### src/rtl/din_syn_pkg.sv
// Shared state encoding, default sizing and the expected-length helper for the din_syn receiver.
package din_syn_pkg;

    localparam int DEF_MAX_BITS    = 1024;
    localparam int DEF_CNT_W       = 11;
    localparam int DEF_SYNC_STAGES = 2;

    typedef enum logic [1:0] {
        ST_IDLE,
        ST_WAIT,
        ST_RECV,
        ST_DONE
    } state_e;

    // A seq_length of zero encodes a full 1024-bit frame.
    function automatic logic [10:0] exp_len(input logic [9:0] seq_length);
        return {seq_length == 10'd0, seq_length};
    endfunction

endpackage

### src/rtl/din_syn_edge_sync.sv
// Synchronizer chain for one asynchronous pin plus an edge flop that flags synchronized rising edges.
module din_syn_edge_sync #(
    parameter int STAGES = 2
) (
    input  logic clk_in,
    input  logic rst_n,
    input  logic pin_i,
    output logic sync_o,
    output logic rise_o
);

    logic [STAGES-1:0] chain_q;
    logic              prev_q;

    always_ff @(posedge clk_in or negedge rst_n) begin
        if (!rst_n) begin
            chain_q <= '0;
            prev_q  <= 1'b0;
        end else begin
            chain_q <= {chain_q[STAGES-2:0], pin_i};
            prev_q  <= chain_q[STAGES-1];
        end
    end

    assign sync_o = chain_q[STAGES-1];
    assign rise_o = chain_q[STAGES-1] & ~prev_q;

endmodule

### src/rtl/din_syn_rx.sv
// Serial frame receiver for the sclk/sdin/ssyn pattern-generator interface.
// Define DIN_SYN_RX_COMPARE_EN to add the reference-data comparison (ref_data, mismatch, mismatch_cnt).
module din_syn_rx
    import din_syn_pkg::*;
#(
    parameter int MAX_BITS    = DEF_MAX_BITS,
    parameter int CNT_W       = DEF_CNT_W,
    parameter int SYNC_STAGES = DEF_SYNC_STAGES
) (
    input  logic                clk_in,
    input  logic                rst_n,
    input  logic                sclk,
    input  logic                sdin,
    input  logic                ssyn,
    input  logic                arm,
    input  logic [9:0]          seq_length,
`ifdef DIN_SYN_RX_COMPARE_EN
    input  logic [MAX_BITS-1:0] ref_data,
    output logic                mismatch,
    output logic [CNT_W-1:0]    mismatch_cnt,
`endif
    output logic                busy,
    output logic                frame_valid,
    output logic [MAX_BITS-1:0] frame_data,
    output logic [CNT_W-1:0]    frame_len,
    output logic                len_err,
    output logic                overflow
);

    localparam int IDX_W = $clog2(MAX_BITS);

    logic sclk_rise;
    logic ssyn_rise;
    logic sdin_s;
    logic sclk_sync_unused;
    logic ssyn_sync_unused;
    logic sdin_rise_unused;

    din_syn_edge_sync #(.STAGES(SYNC_STAGES)) u_sclk_sync (
        .clk_in (clk_in),
        .rst_n  (rst_n),
        .pin_i  (sclk),
        .sync_o (sclk_sync_unused),
        .rise_o (sclk_rise)
    );

    din_syn_edge_sync #(.STAGES(SYNC_STAGES)) u_ssyn_sync (
        .clk_in (clk_in),
        .rst_n  (rst_n),
        .pin_i  (ssyn),
        .sync_o (ssyn_sync_unused),
        .rise_o (ssyn_rise)
    );

    // sdin shares the sclk latency so its value lines up with the detected sclk rise.
    din_syn_edge_sync #(.STAGES(SYNC_STAGES)) u_sdin_sync (
        .clk_in (clk_in),
        .rst_n  (rst_n),
        .pin_i  (sdin),
        .sync_o (sdin_s),
        .rise_o (sdin_rise_unused)
    );

    state_e              state_q, state_d;
    logic [CNT_W-1:0]    cnt_q, cnt_d;
    logic [MAX_BITS-1:0] shift_q, shift_d;
    logic                overflow_q, overflow_d;
    logic                frame_valid_q, frame_valid_d;
    logic [MAX_BITS-1:0] frame_data_q, frame_data_d;
    logic [CNT_W-1:0]    frame_len_q, frame_len_d;
    logic                len_err_q, len_err_d;
    logic [CNT_W-1:0]    exp_len_w;

    assign exp_len_w = CNT_W'(exp_len(seq_length));

`ifdef DIN_SYN_RX_COMPARE_EN
    logic [CNT_W-1:0]    mm_cnt_q, mm_cnt_d, mm_pop;
    logic                mismatch_q, mismatch_d;
    logic [MAX_BITS-1:0] diff;

    always_comb begin
        diff   = shift_q ^ ref_data;
        mm_pop = '0;
        for (int i = 0; i < MAX_BITS; i++) begin
            if (diff[i] && (i < int'(cnt_q))) begin
                mm_pop = mm_pop + CNT_W'(1);
            end
        end
    end
`endif

    always_comb begin
        state_d       = state_q;
        cnt_d         = cnt_q;
        shift_d       = shift_q;
        overflow_d    = overflow_q;
        frame_valid_d = 1'b0;
        frame_data_d  = frame_data_q;
        frame_len_d   = frame_len_q;
        len_err_d     = len_err_q;
`ifdef DIN_SYN_RX_COMPARE_EN
        mm_cnt_d      = mm_cnt_q;
        mismatch_d    = mismatch_q;
`endif
        unique case (state_q)
            ST_IDLE: begin
                if (arm) begin
                    state_d    = ST_WAIT;
                    cnt_d      = '0;
                    shift_d    = '0;
                    overflow_d = 1'b0;
                end
            end
            // A bit arriving with ssyn is stored before the frame closes.
            ST_WAIT, ST_RECV: begin
                if (sclk_rise) begin
                    state_d = ST_RECV;
                    if (cnt_q < CNT_W'(MAX_BITS)) begin
                        shift_d[cnt_q[IDX_W-1:0]] = sdin_s;
                        cnt_d                     = cnt_q + CNT_W'(1);
                    end else begin
                        overflow_d = 1'b1;
                    end
                end
                if (ssyn_rise) begin
                    state_d = ST_DONE;
                end
            end
            ST_DONE: begin
                state_d       = ST_IDLE;
                frame_valid_d = 1'b1;
                frame_data_d  = shift_q;
                frame_len_d   = cnt_q;
                len_err_d     = (cnt_q != exp_len_w);
`ifdef DIN_SYN_RX_COMPARE_EN
                mm_cnt_d      = mm_pop;
                mismatch_d    = (mm_pop != '0) | (cnt_q != exp_len_w);
`endif
            end
            default: state_d = ST_IDLE;
        endcase
    end

    always_ff @(posedge clk_in or negedge rst_n) begin
        if (!rst_n) begin
            state_q       <= ST_IDLE;
            cnt_q         <= '0;
            shift_q       <= '0;
            overflow_q    <= 1'b0;
            frame_valid_q <= 1'b0;
            frame_data_q  <= '0;
            frame_len_q   <= '0;
            len_err_q     <= 1'b0;
`ifdef DIN_SYN_RX_COMPARE_EN
            mm_cnt_q      <= '0;
            mismatch_q    <= 1'b0;
`endif
        end else begin
            state_q       <= state_d;
            cnt_q         <= cnt_d;
            shift_q       <= shift_d;
            overflow_q    <= overflow_d;
            frame_valid_q <= frame_valid_d;
            frame_data_q  <= frame_data_d;
            frame_len_q   <= frame_len_d;
            len_err_q     <= len_err_d;
`ifdef DIN_SYN_RX_COMPARE_EN
            mm_cnt_q      <= mm_cnt_d;
            mismatch_q    <= mismatch_d;
`endif
        end
    end

    assign busy        = (state_q == ST_WAIT) || (state_q == ST_RECV);
    assign frame_valid = frame_valid_q;
    assign frame_data  = frame_data_q;
    assign frame_len   = frame_len_q;
    assign len_err     = len_err_q;
    assign overflow    = overflow_q;
`ifdef DIN_SYN_RX_COMPARE_EN
    assign mismatch     = mismatch_q;
    assign mismatch_cnt = mm_cnt_q;
`endif

endmodule
### config.mk
export PLATFORM = sky130hd
export DESIGN_NAME = din_syn_rx
export DESIGN_NICKNAME = d
export VERILOG_FILES = /design/src/rtl/din_syn_pkg.sv /design/src/rtl/din_syn_edge_sync.sv /design/src/rtl/din_syn_rx.sv
export SDC_FILE = /design/constraint.sdc
export NUM_CORES = 2
export LEC_CHECK = 0
export BUFFER_PORTS_ARGS = -buffer_cell sky130_fd_sc_hd__buf_2
export CAP_MARGIN = 20
export CELL_PAD_IN_SITES_DETAIL_PLACEMENT = 0
export CELL_PAD_IN_SITES_GLOBAL_PLACEMENT = 1
export CORE_MARGIN = 2
export CORE_UTILIZATION = 43
export DETAILED_ROUTE_END_ITERATION = 8
export HOLD_SLACK_MARGIN = 0.08
export PLACE_DENSITY = 0.86
export SETUP_SLACK_MARGIN = 0.4
export SYNTH_ARGS = -nofsm -noshare
export SYNTH_HDL_FRONTEND = slang
export SYNTH_SLANG_ARGS = --single-unit
### constraint.sdc
create_clock -name clk_in -period 2.4 [get_ports clk_in]
set_input_delay 0.36 -clock clk_in [delete_from_list [all_inputs] [get_ports clk_in]]
set_output_delay 0.36 -clock clk_in [all_outputs]
set_load 0.1 [all_outputs]
==> reports/results.env <==
PLACE_HPWL_MM=191.3
MAXCLOCKFREQUENCY_MHz=405.5
H-TREE-DEPTH=4
PLACE_WS_NS=-0.08047
YS_ASYNC_SR_FRACTION=1.000
WORST_SETUP_HOLD_PATH_CLK_SLEW_NS=0.06
CLOCK-SKEW-FINAL_NS=0.07332
ANTENNA_VIOLATING_NETS_POST_ROUTE=0
GRT_USAGE=0.2904
HOLD_PATH.CLASS='input pin to async pin'
GP_CONGESTION=0.8639
NUMBER_OF_PRIMARY_I_O_PINS=1055
GLOBAL_ROUTE.PEAK_USAGE_LAYER='met2'
SYNTH.LIB_CELLS_USED.DISTINCT=48
STARTING_DENSITY=0.4330
TOTAL_LEAKAGE_POWER_nW=51.82
GRT.OVERFLOW.TOTAL=0
VDD_IR_MAX_uV=889.0
STATUS='finished with violations'
FIRST_GLOBAL_VIAS=62081
NUM-NETS-FINAL=7280
TIMING.SLEW.HEADROOM=0.4248
CRIT_PATH_END_KIND='flip-flop'
GROUTE.LAYER.MET3.USAGE=0.05647
SYNTH.CELLS.MOST_FREQUENT='2,083 x dfrtp_1, 1,035 x mux2_2, 992 x o31ai_1'
LAYOUT_MIN_CYCLE_TIME_NS=2.466
CLOCK_TREE.BUFFER_DEPTH=3
SEQ_AREA_FRAC_SYNTH=0.6168
DIE_W_UM=447.3
CORE_REGION_AREA_SQ_UM=195200
PIN_COUNT_OF_THE_BIGGEST_NET_ENTERING_GLOBAL_ROUTING=119
TIMING_WORST_SETUP_PATH_TYPE='flip-flop to flip-flop'
YOSYS_REG_BITS=2083
CRITICAL-PATH-TOP-DELAY-FAMILY='buffers and inverters'
POSTSYNTHCELLCOUNT=6206
DRT_PASS1_ITERATIONS=8
INITIALDRTVIOLATIONCOUNT=7463
CP_CELL_SEQUENCE='inv_2, ha_4, and4bb_4, o21ai_4, clkbuf_16, buf_12, buf_2, buf_4, o311ai_2, o31ai_1'
FINAL_MAX_SLEW_VIOL_COUNT=0
NETLIST.AREA_LEADER.SHARE=0.6168
LAYOUT.FILLER_CELLS=15280
HOLD-WORST-SLACK_NS=0.1099
MULTI_INPUT_COMB_AREA_SQ_UM=31540
SYNTH_TOP_CELLS_BY_AREA='dfrtp_1 62%, mux2_2 14%, o31ai_1 8.8%'
SYNTHESIS.YOSYS.WARNINGS=0
POWERDENSITY_nW_PER_UM2=874.9
FAILING_CHECKS='setup timing'
SETUP_VIOLATIONS=45
FINAL-HOLD-VIOLATION-COUNT=0
GLOBALROUTEMET1UTIL=0.3739
ROWS=162
AVG_INST_SIZE_SYNTH_SQ_UM=13.62
SYNTH_AREA_SQ_UM=84510
CRITICAL_PATH_CELL_WITH_THE_HIGHEST_STAGE_DELAY='dfrtp_1'
WORST_PATH_LARGEST_CELL_DELAY_NS=0.38
WORSTMARGINPINSLEW_NS=0.8596
WIRE_PER_INST_UM=31.98
MIN_PERIOD_OVER_PERIOD=1.027
CTS_TREE='built'
TIMING.FINAL.WS_SETUP_NS=-0.06597
CRITPATHARRIVALTIME_NS=3.21
MAXCAPVIOLATIONS=0
CLOCK_LATENCY_NS=0.91
WORST-ENDPOINT-REQUIRED_NS=3.15
NUMCTSBUFFERS=203
RSZ0062_AT_GRT='true'
TIMING.CRITICAL_PATH.FROM_TYPE='flip-flop'
FP.DIEH_UM=447.3
ROUTE.DETAILED.VIAS_PER_INST=6.457
IO_BUFFERS=1054
SUM_OF_BUFFERS_AND_INVERTERS_ON_THE_CRITICAL_PATH=5
CTS_ROOT_BUFFER='clkbuf_16'
GRT_FIRST_PASS_WIRELENGTH_MM=429.0
CRITPATHMAXFANOUT=7
SEQUENTIAL_CELL_AREA_SQ_UM=52130
DIE_AREA_SQ_UM=200100
ROUTED_WIRELENGTH_MM=321.4
GROUTE.LAYER.MET2.USAGE=0.4449
GRT_ANTENNA_BEFORE_REPAIR=5
SYNTH_MOST_COMMON_CELL='dfrtp_1'
NUMBER_OF_SINKS_HANDLED_BY_CLOCK_TREE_SYNTHESIS=2083
DRC=0
AREA_GROWTH_PCT=27.39
SYNTH_FF_TYPE='dfrtp_1'
ROUTE.VIAS.TOTAL=64886
SYNTH_ENABLE_FLOP_CELLS=0
YOSYS.AREA.TOP_TYPE='dfrtp_1'
NET_COUNT_SYNTH=6228
FINAL_LAYOUT_SIZE_SUFFIX_GT1_FRAC=0.4375
[metrics by stage]
stage	instance area (sq um)	util	power, mW	setup TNS (ns)	cells
after CTS	104000	0.5328	90.95	0	9948
after floorplan	84820	-	48.06	0	6206
final	107700	0.5515	94.19	-0.7309	10049
after detailed placement	95840	0.4910	56.99	-0.6267	9523
after global routing	107700	0.5515	96.82	-18.49	10047
after global placement	95840	0.4910	56.73	-0.6622	9523
[path summary, 6_finish.rpt]
path                                             start                endpoint  slack (ns)  cells past startpoint
worst min register to register  u_sdin_sync.chain_q[0]  u_sdin_sync.chain_q[1]        0.36                      0
worst min-delay path                             rst_n         frame_data[150]        0.11                      2
worst max register to register              state_q[1]             shift_q[41]       -0.07                     10
worst max-delay path                        state_q[1]             shift_q[41]       -0.07                     10
min in group clk_in                               sdin  u_sdin_sync.chain_q[0]        0.21                      2
max in group asynchronous                        rst_n         frame_data[748]        1.17                      3
[cell type report]
cell class | instances | area share
Sequential cell | 2083 | 0.4842
Multi-Input combinational cell | 3337 | 0.2930
Inverter | 5 | 0.0001743
Antenna cell | 4 | 0.00009297
Tap cell | 2624 | 0.03050
Timing Repair Buffer | 1628 | 0.1284
Clock inverter | 67 | 0.008124
Clock buffer | 301 | 0.05553
[layout by cell type, fill, tap and decap left out, types with 7 or more instances in the layout]
cell / n
dfrtp_1: 2081
buf_2: 1053
mux2_2: 1035
o31ai_1: 918
o211ai_1: 669
clkbuf_16: 244
buf_4: 236
buf_12: 206
o311ai_0: 135
o311ai_1: 97
o31ai_2: 61
nand2_1: 60
o311ai_2: 58
clkbuf_8: 53
clkbuf_1: 45
o311ai_4: 35
clkinv_2: 35
buf_16: 35
mux2i_1: 34
nand4_1: 27
buf_6: 25
o2111ai_4: 24
dlygate4sd3_1: 18
nand2_4: 14
buf_8: 14
nand3_1: 13
o31ai_4: 13
nand3_4: 12
nor2_1: 10
nand3_2: 10
nand2_2: 10
xnor2_1: 10
bufinv_16: 10
nand2_8: 9
a21oi_1: 7
clkinv_16: 7
[per-layer routing]
layer	vias to the layer above	wire length, um
met5	-	26
met4	4	25540
met3	980	29250
met2	4054	148500
met1	33610	118100
li1	26238	-
[repair_timing]
item                                     CTS  global route
resized for setup                        131           459
endpoints found under the setup margin  2072          2600
cloned                                    15            53
endpoints found under the hold margin    822             0
setup buffers                             24            44
pin swaps                                 30           111
hold buffers                              18             0
[cell families after synthesis]
| family | Yosys count | share of synthesized area |
|---|---|---|
| DFF | 2083 | 0.6168 |
| AOI/OAI and AO/OA | 2033 | 0.1873 |
| muxes | 1069 | 0.1419 |
| buffers and inverters | 792 | 0.03828 |
| and+or+nand+nor | 211 | 0.01359 |
| xor gates and xnor gates | 12 | 0.001244 |
| adders and majority gates | 6 | 0.0008882 |
[flip-flops by register name, indices dropped and copies added (netlist names), 2 cells and up]
name,cells
shift_q,1024
frame_data,1024
u_sdin_sync.chain_q,2
state_q,2
frame_len,11
u_ssyn_sync.chain_q,2
cnt_q,11
u_sclk_sync.chain_q,2
[power breakdown]
group          internal (mW)  leakage (nW)  switching (mW)
logic                   8.40          19.4            17.6
registers               35.3          29.1           0.210
clock network           18.4          3.38            14.3
total                   62.1          51.8            32.1
[worst reg2reg max path, delay by kind of cell, from the launching register on]
kind | cells | cell delay, ns
AOI/OAI and AO/OA | 3 | 0.58
DFF | 1 | 0.38
adders and majority gates | 1 | 0.27
and+or+nand+nor | 1 | 0.33
buffers and inverters | 5 | 0.79
Power figures use the tool's default switching activity.
